### config.mk
export PLATFORM = sky130hd
export DESIGN_NAME = ss_edge_gen
export DESIGN_NICKNAME = d
export VERILOG_FILES = /design/src/rtl/ss_edge_gen_pkg.sv /design/src/rtl/ss_edge_gen_pend_cnt.sv /design/src/rtl/ss_edge_gen.sv
export SDC_FILE = /design/constraint.sdc
export NUM_CORES = 1
export LEC_CHECK = 0
export ABC_AREA = 1
export BUFFER_PORTS_ARGS = -buffer_cell sky130_fd_sc_hd__buf_2
export CORE_AREA = 5 5 42 44
export CTS_CLUSTER_DIAMETER = 200
export DETAILED_ROUTE_END_ITERATION = 10
export DIE_AREA = 0 0 47 49
export PLACE_DENSITY_LB_ADDON = 0.15
export SETUP_SLACK_MARGIN = 0.2
export SLEW_MARGIN = 0
export SYNTH_ARGS = -nofsm -noshare
export SYNTH_HDL_FRONTEND = slang
export SYNTH_SLANG_ARGS = --single-unit
### constraint.sdc
create_clock -name i_clk -period 2 [get_ports i_clk]
set_input_delay 0.4 -clock i_clk [delete_from_list [all_inputs] [get_ports i_clk]]
set_output_delay 0.4 -clock i_clk [all_outputs]
set_load 0.01 [all_outputs]
### src/rtl/ss_edge_gen_pkg.sv
// Shared types and sizing helpers for the single-signal edge generator.
// Latency: n/a (package only).
// Backpressure: n/a (package only).
package ss_edge_gen_pkg;

    localparam int DEF_WIDTH    = 2;
    localparam int DEF_GAP      = 2;
    localparam int DEF_MAX_PEND = 4;

    typedef enum logic [1:0] {
        ST_IDLE   = 2'd0,
        ST_ACTIVE = 2'd1,
        ST_GAP    = 2'd2
    } state_t;

    // Phase counter must hold the larger of WIDTH-1 and GAP-1.
    function automatic int cnt_w(input int width, input int gap);
        int m;
        m = (width > gap) ? width : gap;
        return $clog2(m + 1);
    endfunction

    function automatic int pend_w(input int max_pend);
        return $clog2(max_pend + 1);
    endfunction

endpackage

### src/rtl/ss_edge_gen_pend_cnt.sv
// Saturating up/down count of queued triggers, with full/empty flags.
// Latency: count updates on the clock after inc/dec; flags follow the count.
// Backpressure: inc is ignored at full, dec at empty; inc with dec holds the count.
module ss_pend_cnt #(
    parameter int MAX = 4,
    parameter int CW  = $clog2(MAX + 1)
) (
    input  logic clk,
    input  logic rst_n,
    input  logic inc,
    input  logic dec,
    output logic full,
    output logic empty
);

    logic [CW-1:0] count;

    assign full  = (count == CW'(MAX));
    assign empty = (count == '0);

    // Count moves only when exactly one of inc/dec is active and in range.
    always_ff @(posedge clk or negedge rst_n) begin
        if (!rst_n) begin
            count <= '0;
        end else if (inc && !dec && !full) begin
            count <= count + CW'(1);
        end else if (dec && !inc && !empty) begin
            count <= count - CW'(1);
        end
    end

endmodule

### src/rtl/ss_edge_gen.sv
// Turns a one-cycle trigger into an active/inactive excursion of set polarity; SS_EDGE_GEN_QUEUE_EN adds a trigger queue.
// Latency: o_signal goes active the cycle after the trigger, WIDTH cycles active then GAP cycles inactive.
// Backpressure: none on i_trig; triggers that cannot be served are discarded with an o_drop pulse.
module ss_edge_gen
    import ss_edge_gen_pkg::*;
#(
    parameter int WIDTH    = DEF_WIDTH,
    parameter int GAP      = DEF_GAP,
    parameter int MAX_PEND = DEF_MAX_PEND
) (
    input  logic i_clk,
    input  logic i_rst_n,
    input  logic i_pos_edge,
    input  logic i_trig,
    output logic o_signal,
    output logic o_busy,
    output logic o_done,
    output logic o_drop
);

    localparam int            CW     = cnt_w(WIDTH, GAP);
    localparam logic [CW-1:0] W_LOAD = CW'(WIDTH - 1);
    localparam logic [CW-1:0] G_LOAD = CW'(GAP - 1);

    if (WIDTH < 1 || WIDTH > 255) begin : g_bad_width
        $error("ss_edge_gen: WIDTH out of range 1..255");
    end
    if (GAP < 1 || GAP > 255) begin : g_bad_gap
        $error("ss_edge_gen: GAP out of range 1..255");
    end
    if (MAX_PEND < 1 || MAX_PEND > 15) begin : g_bad_pend
        $error("ss_edge_gen: MAX_PEND out of range 1..15");
    end

    state_t        state;
    logic [CW-1:0] cnt;
    logic          pol;
    logic          busy;
    logic          replay;
    logic          drop_now;

    assign busy   = (state != ST_IDLE);
    assign o_busy = busy;

`ifdef SS_EDGE_GEN_QUEUE_EN
    logic gap_end;
    logic pend_inc;
    logic pend_dec;
    logic pend_full;
    logic pend_empty;

    assign gap_end  = (state == ST_GAP) && (cnt == '0);
    assign pend_inc = i_trig && busy && !pend_full;
    // A trigger landing in the last GAP cycle restarts directly: inc and dec cancel.
    assign pend_dec = gap_end && (!pend_empty || pend_inc);
    assign replay   = pend_dec;
    assign drop_now = i_trig && busy && pend_full;

    ss_pend_cnt #(
        .MAX (MAX_PEND),
        .CW  (pend_w(MAX_PEND))
    ) u_pend (
        .clk   (i_clk),
        .rst_n (i_rst_n),
        .inc   (pend_inc),
        .dec   (pend_dec),
        .full  (pend_full),
        .empty (pend_empty)
    );
`else
    assign replay   = 1'b0;
    assign drop_now = i_trig && busy;
`endif

    // Excursion sequencer: idle tracks polarity, then ACTIVE for WIDTH, GAP for GAP cycles.
    always_ff @(posedge i_clk or negedge i_rst_n) begin
        if (!i_rst_n) begin
            state    <= ST_IDLE;
            cnt      <= '0;
            pol      <= 1'b1;
            o_signal <= 1'b0;
            o_done   <= 1'b0;
            o_drop   <= 1'b0;
        end else begin
            o_done <= 1'b0;
            o_drop <= drop_now;
            case (state)
                ST_IDLE: begin
                    pol <= i_pos_edge;
                    if (i_trig) begin
                        state    <= ST_ACTIVE;
                        cnt      <= W_LOAD;
                        o_signal <= i_pos_edge;
                    end else begin
                        o_signal <= ~i_pos_edge;
                    end
                end
                ST_ACTIVE: begin
                    if (cnt == '0) begin
                        state    <= ST_GAP;
                        cnt      <= G_LOAD;
                        o_signal <= ~pol;
                        o_done   <= 1'b1;
                    end else begin
                        cnt <= cnt - CW'(1);
                    end
                end
                ST_GAP: begin
                    if (cnt == '0) begin
                        if (replay) begin
                            // Queued excursions reuse the latched polarity.
                            state    <= ST_ACTIVE;
                            cnt      <= W_LOAD;
                            o_signal <= pol;
                        end else begin
                            state <= ST_IDLE;
                        end
                    end else begin
                        cnt <= cnt - CW'(1);
                    end
                end
                default: begin
                    state <= ST_IDLE;
                end
            endcase
        end
    end

endmodule

==> results of run 1 <==
[synth_stat cells]
cell | number | area [um^2]
nand2_1 | 24 | 90.1
inv_1 | 12 | 45.0
ha_1 | 8 | 100
dfrtp_1 | 7 | 175
nand3_1 | 4 | 20.0
nor2_1 | 2 | 7.51
o21ai_0 | 2 | 10.0
o21ai_1 | 2 | 10.0
and2_1 | 1 | 6.26
dfstp_2 | 1 | 26.3
nand2_4 | 1 | 11.3
nand3_2 | 1 | 10.0
o21bai_1 | 1 | 7.51
[stage by stage]
stage	cells	hold WS [ps]	power, mW	setup slack [ps]	cell area (um^2)
6_report	94	366	0.938	306	613
5_1_grt	94	374	1.05	222	613
3_5_place_dp	89	257	0.790	565	574
4_1_cts	94	363	0.947	249	611
3_3_place_gp	89	258	0.786	596	574
2_1_floorplan	66	104	0.656	745	519
[final cells by class]
cell class	count	share of cell area (%)
multi-input combinational	46	44.9
sequential	8	32.9
timing repair buffer	8	7.35
inverter	12	7.35
clock buffer	4	4.29
tap	16	3.27
[timing repair]
action | 4_1_cts | 5_1_grt
hold buffers | 1 | 0
setup endpoints to repair | 0 | 1
resized for setup | 0 | 1
hold endpoints to repair | 7 | 0
[flip-flops by register name, summed over array words and instances, names as in the netlist]
| name | flops |
|---|---|
| pol | 1 |
| o_drop | 1 |
| o_signal | 1 |
| state | 2 |
| o_done | 1 |
| cnt | 2 |
[cells by family (layout without fill, tap and decap cells)]
logic type / count (synthesis) / in the layout / synth area share, %
AO/OA/AOI/OAI: 5 / 5 / 5.30
adder cells (fa/ha/maj): 8 / 8 / 19.3
buffers and inverters: 12 / 24 / 8.67
flip-flops: 8 / 8 / 38.8
AND/OR/NAND/NOR: 33 / 33 / 28.0
[metal layers]
metal  part of all wire, %  vias to the layer above
met5                     0                        -
met4                   4.6                        0
met3                   6.0                        5
met2                    45                        7
met1                    45                      184
li1                      -                      223
[power groups by stage]
| stage | Combinational (mW) | Clock [mW] | Sequential [mW] |
|---|---|---|---|
| floorplan | 0.359 | 0 | 0.297 |
| global placement | 0.494 | 0 | 0.292 |
| detailed placement | 0.499 | 0 | 0.291 |
| CTS | 0.506 | 0.152 | 0.288 |
| global route | 0.587 | 0.161 | 0.300 |
| finish | 0.501 | 0.149 | 0.288 |
[final timing paths]
check                      depth (start not counted)       start       end  slack, ps
min reg2reg                                        2         pol       pol        470
max in group asynchronous                          2     i_rst_n       pol       1250
max reg2reg                                        6    state[0]  state[1]        670
min                                                3  i_pos_edge       pol        370
min in group asynchronous                          2     i_rst_n    cnt[1]        490
max                                                4    state[0]    o_busy        310
[critical path: stages, from the launching register on]
cell and delay, ps:
dfrtp_1 420, inv_1 130, ha_2 240, inv_1 80, buf_2 140
==> impl_metrics.json, run 1 <==
{
  "synth_cell_types": 13,
  "routed_via_density": 4.46,
  "dieArea_mm2": 0.00230,
  "dpl.hpwl_um": 777,
  "power_density_mw_per_mm2": 1530,
  "drc": 0,
  "nFillCells": 150,
  "routabilityCongestion": 0.793,
  "p_sw_share_pct": 44.5,
  "most-common-layout-cells": "nand2_1 (24), inv_1 (12), ha_1 (7), dfrtp_1 (7), buf_2 (7)",
  "finalSetupTns_ps": 0,
  "yosysWarnings": 0,
  "regArea_um2": 201,
  "grt_overflow": 0,
  "start_util_pct": 37.1,
  "use_met1_pct": 12.1,
  "ioPinCount": 8,
  "rsz0062_at_grt": "no",
  "grt_pass1_wl_um": 1680,
  "cts.sinks": 8,
  "top_usage_layer": "met2",
  "grt_max_degree": 9,
  "drt_pass1_iterations": 4,
  "skew_ps": 9.78,
  "clock_latency_ps": 270,
  "grt_pass1_vias": 410,
  "area_growth_pct": 18.1,
  "outcome": "finished, final reports clean",
  "synthesis.nets": 78,
  "vias": 419,
  "final_nets": 91,
  "peakVddDrop_v": 0.000618,
  "max-cap-violations": 0,
  "grt.met3_usage_pct": 3.32,
  "cts-root-buf": "clkbuf_4",
  "row_count": 14,
  "worstSetupPathType": "register to output port",
  "syn_inst": 66,
  "drt_iter0_drc": 8,
  "ctsLongestPathBuffers": 2,
  "syn_avg_cell_area_um2": 7.87,
  "synth_seq_cells": 8,
  "wl_per_cell_um": 10.7,
  "max_freq_mhz": 590,
  "relSlewSlack_pct": 85.7,
  "routed_wl_um": 1000,
  "hold_viol": 0,
  "p_seq_share_pct": 30.7,
  "netlist_area_um2": 519,
  "yosysSeqAreaShare_pct": 38.8,
  "finalCriticalPeriod_ps": 1690,
  "finalCritPeriodShare_pct": 84.7,
  "cts_tree": "done",
  "grt_antenna_before_repair": 0,
  "leakagePower_nw": 0.369,
  "multi_input_area_um2": 275,
  "combPwrFrac_pct": 53.4,
  "p_int_uw": 520,
  "htree_levels": 1,
  "clk_pin_slew_worst_paths_ps": 70,
  "cp.required_ps": 1600,
  "ant_nets": 0,
  "use_met2_pct": 15.4,
  "die_width_um": 47,
  "grt_use_total_pct": 10.8,
  "post_cts_buffers": 0,
  "drive_gt1_share_pct": 17.9,
  "p_clk_share_pct": 15.9,
  "min_path_type": "input port to register",
  "final_common_cell": "nand2_1",
  "io_buffer_count": 7,
  "cts_buffers": 3,
  "arrival_ps": 1290,
  "end_kind": "output port",
  "core-area_mm2": 0.00140,
  "final_core_util_pct": 43.8,
  "p_sw_uw": 418,
  "die_h_um": 49,
  "worstMarginPinSlew_ps": 213,
  "setup_viol": 0,
  "crit_fanout": 5,
  "slew_violations": 0,
  "startpoint_type": "register",
  "diodes": 0
}
Power figures use the tool's default switching activity.
==> run 2, diff against run 1 <==
Settings changed: ABC_AREA 1 to 0.
Clock period 2 ns to 1.7 ns, I/O delays scaled along.
==> impl_metrics.json, run 2 <==
{
  "outcome": "finished, final reports clean",
  "power_density_mw_per_mm2": 1880,
  "die_width_um": 47,
  "worstSetupPathType": "register to output port",
  "final_nets": 77,
  "ys_async_sr_fraction_pct": 100,
  "ctsLongestPathBuffers": 2,
  "core-area_mm2": 0.00140,
  "critPathBufInv": 4,
  "ys.flop_type": "dfrtp_1",
  "arrival_ps": 1130,
  "cpMostUsedCell": "buf_6",
  "io_buffer_count": 7,
  "startpoint_type": "register",
  "wl_per_cell_um": 11.4,
  "syn_inst": 46,
  "routed_wl_um": 912,
  "synth_commonest_cells": "ha_1 (8), dfrtp_1 (7), inv_1 (5)",
  "p_sw_uw": 473,
  "yosysTopAreaCellShare_pct": 35.9,
  "reg2reg_to": "cnt[0]",
  "cts_tree": "done",
  "dpl.hpwl_um": 694,
  "path_cells": "inv_2, ha_4, buf_6, inv_4, buf_6",
  "dieArea_mm2": 0.00230,
  "critPathTopFamily": "flip-flops",
  "drive_gt1_share_pct": 40.6,
  "cpMaxStageDelayCell": "dfrtp_1",
  "cp.required_ps": 1360,
  "max_freq_mhz": 679,
  "synth_seq_cells": 8,
  "grt_pass1_vias": 385,
  "peakVddDrop_v": 0.000798,
  "vias": 357,
  "setup_viol": 0,
  "synthesis.nets": 58,
  "pre_cts_ws_ps": 135,
  "p_seq_share_pct": 26.7,
  "ant_nets": 0,
  "cts-root-buf": "clkbuf_4",
  "cts.sinks": 8,
  "worstMarginPinSlew_ps": 205,
  "fin_area_um2": 661,
  "reg2reg_slack_ps": 240,
  "synth_cell_types": 21,
  "finalSetupTns_ps": 0,
  "rsz0062_at_grt": "yes",
  "p_clk_share_pct": 13.5,
  "drc": 0,
  "area_growth_pct": 35.4,
  "htree_levels": 1,
  "row_count": 14,
  "diodes": 0,
  "combPwrFrac_pct": 59.8,
  "yosysWarnings": 0,
  "end_kind": "output port",
  "yosysTopAreaCell": "dfrtp_1",
  "crit_fanout": 4,
  "hold_viol": 0,
  "slew_violations": 0,
  "routabilityCongestion": 0.706,
  "grt_max_degree": 9,
  "final_common_cell": "dfrtp_1",
  "grt_use_total_pct": 9.75,
  "grt_overflow": 0,
  "timing.rr.start": "state[1]",
  "max-cap-violations": 0,
  "grt_antenna_before_repair": 0,
  "min_delay_path_depth": 2,
  "dpl_cell_area_um2": 558,
  "synthTopCellsByArea": "dfrtp_1 (36%), ha_1 (21%), mux2_1 (6.9%)",
  "min_path_type": "input port to register",
  "clock_latency_ps": 260,
  "relSlewSlack_pct": 86.3,
  "p_int_uw": 766,
  "finalCriticalPeriod_ps": 1470,
  "setup_ws_ps": 226,
  "netlist_area_um2": 488,
  "drt_pass1_iterations": 4,
  "drt_iter0_drc": 2,
  "yosysSeqAreaShare_pct": 41.3,
  "p_sw_share_pct": 38.2,
  "die_h_um": 49,
  "cp_num_cells": 5,
  "leakagePower_nw": 0.316,
  "whs_endpoint": "pol",
  "reg2regPathDepth": 5,
  "finalCritPeriodShare_pct": 86.7,
  "grt_pass1_wl_um": 1590,
  "reg_top3": "cnt: 2 flops, state: 2 flops",
  "slowest_delay_ps": 390,
  "syn_avg_cell_area_um2": 10.6,
  "routed_via_density": 4.46,
  "hold_start": "i_pos_edge",
  "synth-edff-count": 0,
  "ioPinCount": 8,
  "synth.most_common_cell": "ha_1",
  "cts_buffers": 3,
  "start_util_pct": 34.8,
  "most-common-layout-cells": "dfrtp_1 (7), buf_2 (6), buf_4 (5), nand2_1 (4), ha_1 (4)",
  "skew_ps": 7.52,
  "clk_pin_slew_worst_paths_ps": 60,
  "final_core_util_pct": 47.1
}
[run 2: routing by layer]
metal / vias to the layer above / track usage, % / wire, um
met4: 0 / 5.53 / 13
met5: - / 0 / 0
met2: 10 / 14.5 / 406
met1: 153 / 11.8 / 419
li1: 190 / - / -
met3: 4 / 3.32 / 73
[run 2: worst max-delay path by stage]
stage / start / endpoint / slack, ps
after floorplan: state[0] / cnt[0] / 210
after global placement: state[0] / cnt[0] / 150
after detailed placement: state[0] / cnt[0] / 140
after CTS: state[1] / cnt[0] / 200
after global routing: state[0] / o_busy / 180
final: state[0] / o_busy / 230
[run 2: kinds of logic (layout without fill, tap and decap cells)]
family | after synthesis | in the layout | share of synthesized area, %
compound gates | 8 | 8 | 10.0
xor+xnor | 1 | 1 | 1.80
fa+ha+maj | 8 | 8 | 20.5
buf+inv | 5 | 23 | 3.85
flops | 8 | 8 | 41.3
mux | 4 | 4 | 8.97
simple gates | 12 | 12 | 13.6
[run 2: timing repair]
item / in CTS / in global routing
pin swaps: 1 / 2
hold buffers: 1 / 0
gates cloned: 0 / 0
resized for setup: 6 / 5
hold endpoints to repair: 7 / 0
setup endpoints to repair: 2 / 4
buffers inserted: 3 / 1
[run 2: final cells by class]
type                            count  area (um^2)
Clock buffer                        4         26.3
Fill cell                         142          741
Inverter                            5         21.3
Multi-Input combinational cell     33          292
Sequential cell                     8          201
Tap cell                           16         20.0
Timing Repair Buffer               14          100
[run 2: per-stage QoR]
step,power [mW],instances,hold WS (ps)
2_1_floorplan,0.739,46,44.4
3_3_place_gp,0.918,71,201
3_5_place_dp,0.916,71,199
4_1_cts,1.19,79,327
5_1_grt,1.37,80,336
6_report,1.24,80,329
[run 2: power groups by stage]
stage                     clock network (mW)  registers (mW)  logic (mW)
after global placement                     0           0.348       0.570
after global routing                   0.182           0.342       0.846
after floorplan                            0           0.350       0.389
after CTS                              0.172           0.330       0.683
after detailed placement                   0           0.349       0.568
final                                  0.167           0.331       0.742
==> run 3, diff against run 2 <==
Clock period 1.7 ns to 1.8 ns, I/O delays scaled along.
==> impl_metrics.json, run 3 (synthesized netlist as in run 2, its figures left out) <==
{
  "min_path_type": "input port to register",
  "drt_iter0_drc": 9,
  "hold_start": "i_pos_edge",
  "hold_ws_ps": 354,
  "row_count": 14,
  "grt_use_total_pct": 9.54,
  "core-area_mm2": 0.00140,
  "vias": 371,
  "cpMaxStageDelayCell": "dfrtp_1",
  "max-cap-violations": 0,
  "finalSetupTns_ps": 0,
  "grt_overflow": 0,
  "ioPinCount": 8,
  "grt_pass1_vias": 353,
  "dieArea_mm2": 0.00230,
  "crit_fanout": 4,
  "routed_wl_um": 940,
  "grt_antenna_before_repair": 0,
  "drc": 0,
  "start_util_pct": 34.8,
  "timing.rr.start": "state[1]",
  "rsz0062_at_grt": "yes",
  "hold_viol": 0,
  "end_kind": "register",
  "p_seq_share_pct": 28.7,
  "p_sw_uw": 429,
  "reg2reg_to": "cnt[0]",
  "diodes": 0,
  "cp_num_cells": 5,
  "min_delay_path_depth": 2,
  "drt_pass1_iterations": 4,
  "finalCriticalPeriod_ps": 1560,
  "die_h_um": 49,
  "dpl.hpwl_um": 673,
  "p_sw_share_pct": 39.2,
  "clk_pin_slew_worst_paths_ps": 60,
  "relSlewSlack_pct": 85.7,
  "critPathBufInv": 1,
  "reg2regPathDepth": 5,
  "slowest_delay_ps": 390,
  "reg2reg_slack_ps": 240,
  "grt_pass1_wl_um": 1480,
  "fin_area_um2": 624,
  "startpoint_type": "register",
  "finalCritPeriodShare_pct": 86.5,
  "cts-root-buf": "clkbuf_4",
  "drive_gt1_share_pct": 33.9,
  "most-common-layout-cells": "dfrtp_1 (7), buf_2 (7), ha_1 (6), nand2_1 (4), buf_4 (4)",
  "grt_max_degree": 9,
  "setup_viol": 0,
  "power_mw": 1.10,
  "clock_latency_ps": 270,
  "ctsLongestPathBuffers": 2,
  "worstSetupPathType": "register to register",
  "combPwrFrac_pct": 56.8,
  "wl_per_cell_um": 12.1,
  "reg_top3": "cnt: 2 flops, state: 2 flops",
  "cts.sinks": 8,
  "arrival_ps": 1720,
  "peakVddDrop_v": 0.000542,
  "path_cells": "buf_4, ha_1, or3b_1, a31o_1, o21a_1",
  "final_nets": 75,
  "startpoint": "state[1]",
  "power_density_mw_per_mm2": 1750,
  "die_width_um": 47,
  "max_freq_mhz": 642,
  "critPathTopFamily": "flip-flops",
  "routed_via_density": 4.76,
  "ant_nets": 0,
  "dpl_cell_area_um2": 551,
  "p_clk_share_pct": 14.5,
  "cts_tree": "done",
  "outcome": "finished, final reports clean",
  "htree_levels": 1,
  "area_growth_pct": 27.9,
  "routabilityCongestion": 0.718,
  "io_buffer_count": 7,
  "slew_violations": 0,
  "worstMarginPinSlew_ps": 213,
  "cts_buffers": 3,
  "p_int_uw": 666,
  "skew_ps": 6.19,
  "final_core_util_pct": 44.6,
  "leakagePower_nw": 0.305,
  "whs_endpoint": "pol",
  "cp.required_ps": 1960
}
## run 3: layout make-up
cell class                      instances  area (um^2)
Inverter                                5         18.8
Timing Repair Buffer                   12         75.1
Fill cell                             138          777
Tap cell                               16         20.0
Multi-Input combinational cell         33          283
Sequential cell                         8          201
Clock buffer                            4         26.3
## run 3: layer usage
metal	wire length (um)	up-vias	GRT usage, %
met5	0	-	0
met4	40	0	8.29
met3	71	4	3.32
met2	437	11	13.1
met1	390	171	11.1
li1	-	185	-
## run 3: worst max path at each step
stage,slack (ps),to
finish,240,cnt[0]
global placement,230,cnt[0]
floorplan,300,cnt[0]
CTS,220,cnt[0]
global route,170,cnt[0]
detailed placement,200,cnt[0]
## run 3: power by group through the flow
stage	logic (mW)	registers, mW	clock network (mW)
after floorplan	0.366	0.329	0
after global placement	0.520	0.326	0
after detailed placement	0.517	0.328	0
after CTS	0.572	0.314	0.164
after global routing	0.707	0.325	0.171
final	0.622	0.314	0.159
## run 3: repair_timing
action,CTS,global route
hold buffers,1,0
gates resized for setup,3,3
endpoints found under the setup margin,2,2
buffers inserted,2,1
endpoints found under the hold margin,7,0
pin swaps,0,0
## run 3: stage by stage
step,instances,worst slack (ps)
floorplan,46,295
global placement,70,226
detailed placement,70,196
CTS,77,219
global route,78,170
finish,78,243
